$ cat config.mk
export PLATFORM = sky130hd
export DESIGN_NAME = fetch_prefetch
export DESIGN_NICKNAME = d
export VERILOG_FILES = /design/src/rtl/fetch_prefetch_pkg.sv /design/src/rtl/fetch_fifo.sv /design/src/rtl/fetch_prefetch.sv
export SDC_FILE = /design/constraint.sdc
export NUM_CORES = 1
export LEC_CHECK = 0
export BUFFER_PORTS_ARGS = -buffer_cell sky130_fd_sc_hd__buf_4
export CAP_MARGIN = 20
export CORE_MARGIN = 3
export CORE_UTILIZATION = 62
export CTS_CLUSTER_DIAMETER = 120
export DETAILED_ROUTE_END_ITERATION = 12
export HOLD_SLACK_MARGIN = 0.03
export PLACE_DENSITY_LB_ADDON = 0.1
export SLEW_MARGIN = 15
export SYNTH_ARGS = -nofsm -noshare
export SYNTH_HDL_FRONTEND = slang
export SYNTH_SLANG_ARGS = --single-unit
$ cat constraint.sdc
create_clock -name clk -period 6 [get_ports clk]
set_input_delay 0.3 -clock clk [delete_from_list [all_inputs] [get_ports clk]]
set_output_delay 0.3 -clock clk [all_outputs]
set_load 0.05 [all_outputs]
$ cat src/rtl/fetch_prefetch_pkg.sv
// Shared constants for the instruction-fetch front end.
//   FP_ADDR_W / FP_INST_W : default address and instruction widths
//   FP_RESET_PC           : first fetch address after reset
//   WORD_STEP             : byte distance between consecutive instruction words
//   NOP_INST              : canonical NOP (addi x0,x0,0), used by IF/ID for bubbles
package fetch_prefetch_pkg;

  localparam int               FP_ADDR_W   = 32;
  localparam int               FP_INST_W   = 32;
  localparam logic [31:0]      FP_RESET_PC = 32'h0000_0000;
  localparam int               WORD_STEP   = 4;
  localparam logic [31:0]      NOP_INST    = 32'h0000_0013;

endpackage

$ cat src/rtl/fetch_fifo.sv
// Synchronous FIFO holding {pc, inst} entries between instruction memory and IF/ID.
//   clk, rst   : clock, asynchronous active-high reset
//   push       : write push_data at the tail
//   push_data  : entry to write
//   pop        : drop the head entry (caller guarantees count != 0)
//   flush      : empty the FIFO; wins over push and pop in the same cycle
//   count      : current occupancy, 0..DEPTH
//   head       : entry at the head (undefined when count == 0)
module fetch_fifo
  import fetch_prefetch_pkg::*;
#(
  parameter int DEPTH = 4,
  parameter int WIDTH = FP_ADDR_W + FP_INST_W
) (
  input  logic                     clk,
  input  logic                     rst,
  input  logic                     push,
  input  logic [WIDTH-1:0]         push_data,
  input  logic                     pop,
  input  logic                     flush,
  output logic [$clog2(DEPTH):0]   count,
  output logic [WIDTH-1:0]         head
);

  localparam int AW = $clog2(DEPTH);
  localparam int CW = AW + 1;

  logic [WIDTH-1:0] mem_q [DEPTH];
  logic [AW-1:0]    rd_ptr_q, wr_ptr_q;
  logic [CW-1:0]    count_q;
  logic             do_push, do_pop;

  assign do_push = push && !flush;
  assign do_pop  = pop  && !flush;

  // NOTE: storage is deliberately not reset; validity is tracked by count_q,
  // so clearing the array would only cost reset fan-out for no benefit.
  always_ff @(posedge clk) begin
    if (do_push) mem_q[wr_ptr_q] <= push_data;
  end

  // Pointers wrap naturally because DEPTH is a power of two.
  always_ff @(posedge clk or posedge rst) begin
    if (rst) begin
      rd_ptr_q <= '0;
      wr_ptr_q <= '0;
      count_q  <= '0;
    end else if (flush) begin
      rd_ptr_q <= '0;
      wr_ptr_q <= '0;
      count_q  <= '0;
    end else begin
      if (do_push) wr_ptr_q <= wr_ptr_q + 1'b1;
      if (do_pop)  rd_ptr_q <= rd_ptr_q + 1'b1;
      if (do_push && !do_pop)      count_q <= count_q + 1'b1;
      else if (do_pop && !do_push) count_q <= count_q - 1'b1;
    end
  end

  assign count = count_q;
  assign head  = mem_q[rd_ptr_q];

  a_no_push_full : assert property (@(posedge clk) disable iff (rst)
    !(do_push && count_q == CW'(DEPTH)));
  a_no_pop_empty : assert property (@(posedge clk) disable iff (rst)
    !(do_pop && count_q == '0));

endmodule

$ cat src/rtl/fetch_prefetch.sv
// Instruction-fetch front end feeding the IF/ID register.
//   clk, rst        : clock, asynchronous active-high reset
//   br, br_addr     : taken-branch redirect from ID and its target
//   out_ready       : IF/ID can accept the head entry
//   out_valid/pc/inst : head entry of the prefetch FIFO (zero when empty)
//   stallreq_if     : asserted while no instruction is available
//   mem_req/addr    : word fetch request, held until mem_gnt
//   mem_gnt         : request accepted this cycle
//   mem_rvalid/rdata: in-order response from instruction memory
// Requests are credit limited so FIFO occupancy plus outstanding requests never
// exceeds DEPTH; every response therefore has a free FIFO slot waiting for it.
module fetch_prefetch
  import fetch_prefetch_pkg::*;
#(
  parameter int                DEPTH    = 4,
  parameter int                ADDR_W   = FP_ADDR_W,
  parameter int                INST_W   = FP_INST_W,
  parameter logic [ADDR_W-1:0] RESET_PC = ADDR_W'(FP_RESET_PC)
) (
  input  logic              clk,
  input  logic              rst,
  input  logic              br,
  input  logic [ADDR_W-1:0] br_addr,
  input  logic              out_ready,
  output logic              out_valid,
  output logic [ADDR_W-1:0] out_pc,
  output logic [INST_W-1:0] out_inst,
  output logic              stallreq_if,
  output logic              mem_req,
  output logic [ADDR_W-1:0] mem_addr,
  input  logic              mem_gnt,
  input  logic              mem_rvalid,
  input  logic [INST_W-1:0] mem_rdata
);

  localparam int CW = $clog2(DEPTH) + 1;
  localparam int SW = CW + 1;
  localparam logic [ADDR_W-1:0] ALIGN_MASK = ~ADDR_W'(3);
  localparam logic [ADDR_W-1:0] STEP       = ADDR_W'(WORD_STEP);

  logic [ADDR_W-1:0]        fetch_pc_q, fetch_pc_d;
  logic [ADDR_W-1:0]        resp_pc_q, resp_pc_d;
  logic [CW-1:0]            inflight_q, inflight_d;
  logic [CW-1:0]            discard_q, discard_d;
  logic [CW-1:0]            fifo_count;
  logic [ADDR_W+INST_W-1:0] fifo_head;
  logic [ADDR_W-1:0]        br_target;
  logic                     issue, live_resp, pop;

  assign br_target = br_addr & ALIGN_MASK;
  assign mem_addr  = fetch_pc_q & ALIGN_MASK;

  // Credit check; mem_req is forced low during reset so nothing leaks out.
  assign mem_req   = !rst && !br && ((SW'(fifo_count) + SW'(inflight_q)) < SW'(DEPTH));
  assign issue     = mem_req && mem_gnt;

  // Responses are dropped while stale requests remain, and always in a br cycle.
  assign live_resp = mem_rvalid && !br && (discard_q == '0);
  assign pop       = out_valid && out_ready && !br;

  assign inflight_d = inflight_q + CW'(issue) - CW'(mem_rvalid);

  // NOTE: every variable gets its default first so no path leaves it unassigned
  // (which would infer a latch); combinational blocks use blocking '='.
  always_comb begin
    fetch_pc_d = fetch_pc_q;
    resp_pc_d  = resp_pc_q;
    discard_d  = discard_q;
    if (br) begin
      fetch_pc_d = br_target;
      resp_pc_d  = br_target;
      // Everything still outstanding after this cycle belongs to the old path.
      discard_d  = inflight_d;
    end else begin
      if (issue)     fetch_pc_d = fetch_pc_q + STEP;
      if (live_resp) resp_pc_d  = resp_pc_q + STEP;
      if (mem_rvalid && discard_q != '0) discard_d = discard_q - 1'b1;
    end
  end

  // NOTE: clocked state uses non-blocking '<=' so all registers update together.
  always_ff @(posedge clk or posedge rst) begin
    if (rst) begin
      fetch_pc_q <= RESET_PC;
      resp_pc_q  <= RESET_PC;
      inflight_q <= '0;
      discard_q  <= '0;
    end else begin
      fetch_pc_q <= fetch_pc_d;
      resp_pc_q  <= resp_pc_d;
      inflight_q <= inflight_d;
      discard_q  <= discard_d;
    end
  end

  fetch_fifo #(
    .DEPTH (DEPTH),
    .WIDTH (ADDR_W + INST_W)
  ) u_fifo (
    .clk       (clk),
    .rst       (rst),
    .push      (live_resp),
    .push_data ({resp_pc_q, mem_rdata}),
    .pop       (pop),
    .flush     (br),
    .count     (fifo_count),
    .head      (fifo_head)
  );

  // Outputs are gated to zero when empty so unreset storage never shows.
  assign out_valid   = (fifo_count != '0);
  assign out_pc      = out_valid ? fifo_head[ADDR_W+INST_W-1:INST_W] : '0;
  assign out_inst    = out_valid ? fifo_head[INST_W-1:0] : '0;
  assign stallreq_if = !out_valid;

  a_resp_expected : assert property (@(posedge clk) disable iff (rst)
    !(mem_rvalid && inflight_q == '0));

endmodule

Word level (Yosys, flattened, before mapping)
Memory sizes are Yosys's and may differ from the RTL's.
Index checks and enable logic that the tools add are counted.
W data, S select, Z words.
{ "classes": {"n_addsub": 10, "magnitude_cmp": 1, "mux": 17, "reduce_logical": 26} }
{ "ops": {"columns": ["cell", "n"], "rows": [
  ["$mux W32", 6],
  ["$add A32 B3 Y32 const B", 2],
  ["$mux W3", 5],
  ["$logic_and A1 B1 Y1", 12],
  ["$reduce_bool A2 Y1", 5],
  ["$reduce_bool A3 Y1", 3],
  ["$mux W2", 4],
  ["$sub A3 B1 Y3 const B", 2],
  ["$logic_not A1 Y1", 5],
  ["$add A2 B1 Y2 const B", 2],
  ["$add A3 B3 Y4", 1],
  ["$lt A4 B3 Y1 const B", 1],
  ["$add A3 B1 Y3", 1],
  ["$add A3 B1 Y3 const B", 1],
  ["$logic_not A3 Y1", 1],
  ["$sub A3 B1 Y3", 1],
  ["$mux W1", 2]
]} }
{ "word_totals": {"regBits": 77, "ram_bits": 256, "output_inout_bits": 99, "mem_count": 1} }
{ "mem_list": {"columns": ["name", "depth", "width", "rd", "rd_clocked_by_memory_dff", "write_ports", "line_no", "source"], "rows": [
  ["u_fifo.mem_q", 4, 64, 1, 0, 1, "fetch_fifo.sv:28", "logic [WIDTH-1:0] mem_q [DEPTH];"]
]} }

Longest topological paths before layout
{ "logic_depth": {"word_depth": 9, "mapped_depth": 13, "mapped_depth_nobuf": 12} }

By module
Synthesis repeated with hierarchy kept, for this count alone.
{ "unflattened": {"hier_cells": 868, "hier_area_um2": 13940.9} }
{ "by_module_without_submodules": {"columns": ["module", "instances", "cells_each", "area_each_um2", "seq_area_each_um2"], "rows": [
  ["fetch_fifo", 1, 379, 9668.0, 7862.5],
  ["fetch_prefetch", 1, 489, 4272.8, 1651.6]
]} }

Worst setup path after synthesis
Ideal clock, no wire load.
{ "synth_timing": {"path_type": "flip-flop to flip-flop", "start": "register inflight_q[2]", "end": "register discard_q[2]", "arrival_time_ns": 3.211, "required_time_ns": 5.866, "setup_slack_ns": 2.654, "stages_incl_launch_ff": 14, "path_buffers": 1, "synth_period_minus_slack_ns": 3.346, "path_cell_list": "dfrtp_1 -> ha_1 -> or4_4 -> nor4_4 -> inv_1 -> clkbuf_1 -> ha_1 -> inv_1 -> ha_1 -> fa_1 -> xor2_1 -> xnor2_1 -> nand2_1 -> o21ai_0"} }
{ "synth_via": {"elab_chain_cells": 7} }
{ "synth_lines": {"columns": ["item", "line_no", "source"], "rows": [
  ["from (decl)", "fetch_prefetch.sv:43", "logic [CW-1:0] inflight_q, inflight_d;"],
  ["from (signal assigned)", "fetch_prefetch.sv:91", "inflight_q <= inflight_d;"],
  ["$add A3 B3 Y4", "fetch_prefetch.sv:54", "assign mem_req = !rst && !br && ((SW'(fifo_count) + SW'(inflight_q)) < SW'(DEPTH));"],
  ["$lt A4 B3 Y1", "fetch_prefetch.sv:54", null],
  ["$logic_and A1 B1 Y1", "fetch_prefetch.sv:54", null],
  ["$logic_and A1 B1 Y1", "fetch_prefetch.sv:55", "assign issue = mem_req && mem_gnt;"],
  ["$add A3 B1 Y3 (*)", "fetch_prefetch.sv:61", "assign inflight_d = inflight_q + CW'(issue) - CW'(mem_rvalid);"],
  ["$sub A3 B1 Y3 (*)", "fetch_prefetch.sv:61", null],
  ["via inflight_d[2]", "fetch_prefetch.sv:43", null],
  ["$mux W3 (*)", "fetch_prefetch.sv:69", "if (br) begin"],
  ["to (signal assigned)", "fetch_prefetch.sv:92", "discard_q <= discard_d;"],
  ["to (decl)", "fetch_prefetch.sv:44", "logic [CW-1:0] discard_q, discard_d;"]
]} }
The timed path passes the listed nets; every way through them passes the cells marked *.
A chain may end at the register's enable or synchronous reset.

Worst setup path in the final report
{ "layout_timing": {"start": "register u_fifo.count_q[2], in the netlist u_fifo.count[2]", "end": "register discard_q[2]"} }
{ "layout_via": {"elab_chain_cells": 7} }
{ "layout_lines": {"columns": ["item", "line_no", "source"], "rows": [
  ["from (decl)", "fetch_fifo.sv:30", "logic [CW-1:0] count_q;"],
  ["from (signal assigned)", "fetch_fifo.sv:55", "if (do_push && !do_pop) count_q <= count_q + 1'b1;"],
  ["from (signal assigned)", "fetch_fifo.sv:56", "else if (do_pop && !do_push) count_q <= count_q - 1'b1;"],
  ["$add A3 B3 Y4", "fetch_prefetch.sv:54", null],
  ["$lt A4 B3 Y1", "fetch_prefetch.sv:54", null],
  ["$logic_and A1 B1 Y1", "fetch_prefetch.sv:54", null],
  ["$logic_and A1 B1 Y1", "fetch_prefetch.sv:55", null],
  ["$add A3 B1 Y3", "fetch_prefetch.sv:61", null],
  ["$sub A3 B1 Y3", "fetch_prefetch.sv:61", null],
  ["via inflight_d[2]", "fetch_prefetch.sv:43", null],
  ["$mux W3", "fetch_prefetch.sv:69", null]
]} }
The timed path passes the listed nets, and every way through them passes these cells.

==> results.toml <==
[run_status]
outcome = "finished, final reports clean"

[sta]
fin_setup_tns_ns = 0
rsz0062_at_grt = "false"
finalMaxSlewViolations = 0
worst_slew_pin_slew_ns = 0.9263
hold_viol_final = 0
setup_violations = 0
hold_ws_ns = 0.03272
post-route-min-period_ns = 3.726
maxSlewHeadroom = 0.3825
fmax_ghz = 0.2684
finalCritPeriodShare = 0.6209
timing.final.ws_setup_ns = 2.274
finClkSkew_ns = 0.02325

[setup_path]
worstPathArrival_ns = 4.20
max_stage_delay_ns = 0.57
cp-end-kind = "flip-flop"
required_ns = 6.48
worstPathMaxFanout = 16
slowest_stage = "or4_4"
cpMostUsedCell = "ha_1"
start_kind = "flip-flop"
path_class = "flip-flop to flip-flop"
cp_cell_sequence = "ha_1, or4_4, nor4_4, inv_1, ha_1, inv_1, ha_1, fa_1, xor2_1, xnor2_1, nand2_1, o21ai_0"

[logic_synthesis]
netlist_area_um2 = 13600
avgSynthCellArea_um2 = 16.01
ys.flop_type = "edfxtp_1"
netlist_instances = 849
yosysWarnings = 0
synth_cell_types = 50
synth_edf_count = 248
async_flop_share = 0.2274
yosysSeqAreaShare = 0.6821
yosys_register_bits = 321

[cells_and_area]
mostFrequentLayoutCell = "edfxtp_1"
area_growth_pct = 21.76
design_area_um2 = 16550
fill_cells = 1230
drive_gt1_frac = 0.2801
diodes = 0
fin_util = 0.7777
final_cells = 1364
finalNetCount = 1150
layout_common_cells = "248 x edfxtp_1, 172 x buf_4, 71 x dfrtp_1, 67 x and2_1, 62 x mux4_2"

[clocking]
cts_tree = "done"
clk_pin_slew_worst_paths_ns = 0.07
max-clock-path-buffers = 3
post_cts_buffers = 0
cts_buffers = 30
cts-root-buf = "clkbuf_16"
cts_sinks = 321
cts_max_level = 1
clk_latency_ns = 0.55

[placed_design]
placed_area_um2 = 15080
io_buffers = 162
dpl.hpwl_um = 17130
dp.cells = 1258
pre_cts_slack_ns = 2.349
finalWeightedCongestion = 0.8518

[global_route]
global_route.usage.total = 0.2395
grt_first_pass_wirelength_um = 45080
grt_max_degree = 74
overflow = 0
grt_pass1_vias = 8390
antenna_found_initial = 0

[floorplan]
dieArea_um2 = 23740
num_io_pins = 169
core-area_um2 = 21290
start_util = 0.6387
die_x_um = 154.1
fp.dieH_um = 154.1
rows = 53

[detailed_routing]
antenna_left = 0
drc = 0
finalWirelength_um = 28400
drt_iter0_drc = 596
drt_first_pass_iters = 5
post_drt_via_cell_ratio = 5.999
wl_per_cell_um = 20.82
dr_total_vias = 8183

[pwr]
total_power_mw = 6.819
p_leak_nw = 5.995
ir_drop_v = 0.0002161
powerDensity_nw_per_um2 = 411.9

[worst_hold_path]
hold_path.class = "input pin to asynchronous set/reset pin"

[run]
maxCapViolCount = 0
==> report_power, final <==
group | total [mW] | internal (mW) | switching, mW
registers | 2.73 | 2.55 | 0.178
clock network | 1.83 | 1.05 | 0.781
logic | 2.26 | 0.849 | 1.41
==> registers in the layout (all words and copies together), names as in the netlist <==
signal and cells:
u_fifo.mem_q 248, inflight_q 3, u_fifo.count 3, u_fifo.rd_ptr_q 2
u_fifo.wr_ptr_q 2, resp_pc_q 30, fetch_pc_q 30, discard_q 3
==> worst max-delay path, delay by kind of cell, from the launching register on <==
| kind | cells | cell delay, ns |
|---|---|---|
| xor+xnor | 2 | 0.35 |
| buf+inv | 2 | 0.44 |
| fa+ha+maj | 4 | 1.25 |
| flops | 1 | 0.42 |
| simple gates | 3 | 1.10 |
| compound gates | 1 | 0.09 |
==> repair_timing <==
action / in CTS / in global routing
gates resized for setup: 0 / 0
endpoints found under the hold margin: 162 / 0
hold buffers: 51 / 0
==> kinds of logic (layout without fill, tap and decap cells) <==
group / after synthesis / after routing / synth area share
AND/OR/NAND/NOR: 252 / 252 / 0.1049
multiplexers: 79 / 79 / 0.1164
buffers and inverters: 66 / 303 / 0.01933
AO/OA/AOI/OAI: 68 / 68 / 0.03203
flip-flops: 321 / 321 / 0.6821
other: 1 / 4 / 0.0002758
adder cells (fa/ha/maj): 14 / 14 / 0.01399
XOR/XNOR: 48 / 48 / 0.03092
==> final timing paths <==
kind | from | to | slack (ns) | cells after the start
setup / recovery | u_fifo.count[2] | discard_q[2] | 2.27 | 12
hold / removal | rst | fetch_pc_q[7] | 0.03 | 3
setup reg to reg | u_fifo.count[2] | discard_q[2] | 2.27 | 12
hold reg to reg | inflight_q[2] | inflight_q[2] | 0.51 | 1
max in group asynchronous | rst | u_fifo.rd_ptr_q[0] | 5.27 | 3
min in group clk | br_addr[23] | resp_pc_q[23] | 0.05 | 3
==> cell usage after synthesis (3+ instances only) <==
| library cell | count | area (um2) |
|---|---|---|
| a21boi_0 | 6 | 45.04 |
| a21oi_1 | 10 | 50.05 |
| a31oi_1 | 9 | 56.30 |
| and2_1 | 67 | 419.2 |
| and3_1 | 14 | 87.58 |
| and4_1 | 6 | 52.55 |
| buf_1 | 9 | 33.78 |
| buf_4 | 4 | 30.03 |
| clkbuf_1 | 28 | 105.1 |
| dfrtp_1 | 73 | 1827 |
| edfxtp_1 | 248 | 7447 |
| ha_1 | 12 | 150.1 |
| inv_1 | 24 | 90.09 |
| mux2_2 | 13 | 146.4 |
| mux2i_1 | 4 | 40.04 |
| mux4_2 | 62 | 1396 |
| nand2_1 | 42 | 157.7 |
| nand2b_1 | 7 | 43.79 |
| nand3_1 | 21 | 105.1 |
| nand4_1 | 21 | 131.4 |
| nor2_1 | 30 | 112.6 |
| nor3_1 | 6 | 30.03 |
| nor3b_1 | 3 | 22.52 |
| nor4_1 | 15 | 93.84 |
| o211ai_1 | 6 | 45.04 |
| o21ai_0 | 21 | 105.1 |
| o311ai_0 | 3 | 26.28 |
| o31a_1 | 4 | 35.03 |
| or2_2 | 3 | 18.77 |
| or3_1 | 7 | 43.79 |
| xnor2_1 | 22 | 192.7 |
| xor2_1 | 26 | 227.7 |
==> metal layers <==
metal	track usage	wire length, um	up-vias	part of all wire
li1	-	-	3682	-
met4	0.06140	541	0	0.019
met5	0	0	-	0
met3	0.03631	1921	48	0.068
met2	0.3995	14120	344	0.50
met1	0.3392	11820	4109	0.42
==> cell type report <==
type / instances / area [um2] / area share
Timing Repair Buffer: 223 / 1802 / 0.1088
Clock buffer: 41 / 864.6 / 0.05223
Tap cell: 275 / 344.1 / 0.02078
Clock inverter: 14 / 95.09 / 0.005744
Multi-Input combinational cell: 465 / 4076 / 0.2462
Sequential cell: 321 / 9279 / 0.5605
Inverter: 25 / 93.84 / 0.005669
Power figures use the tool's default switching activity.
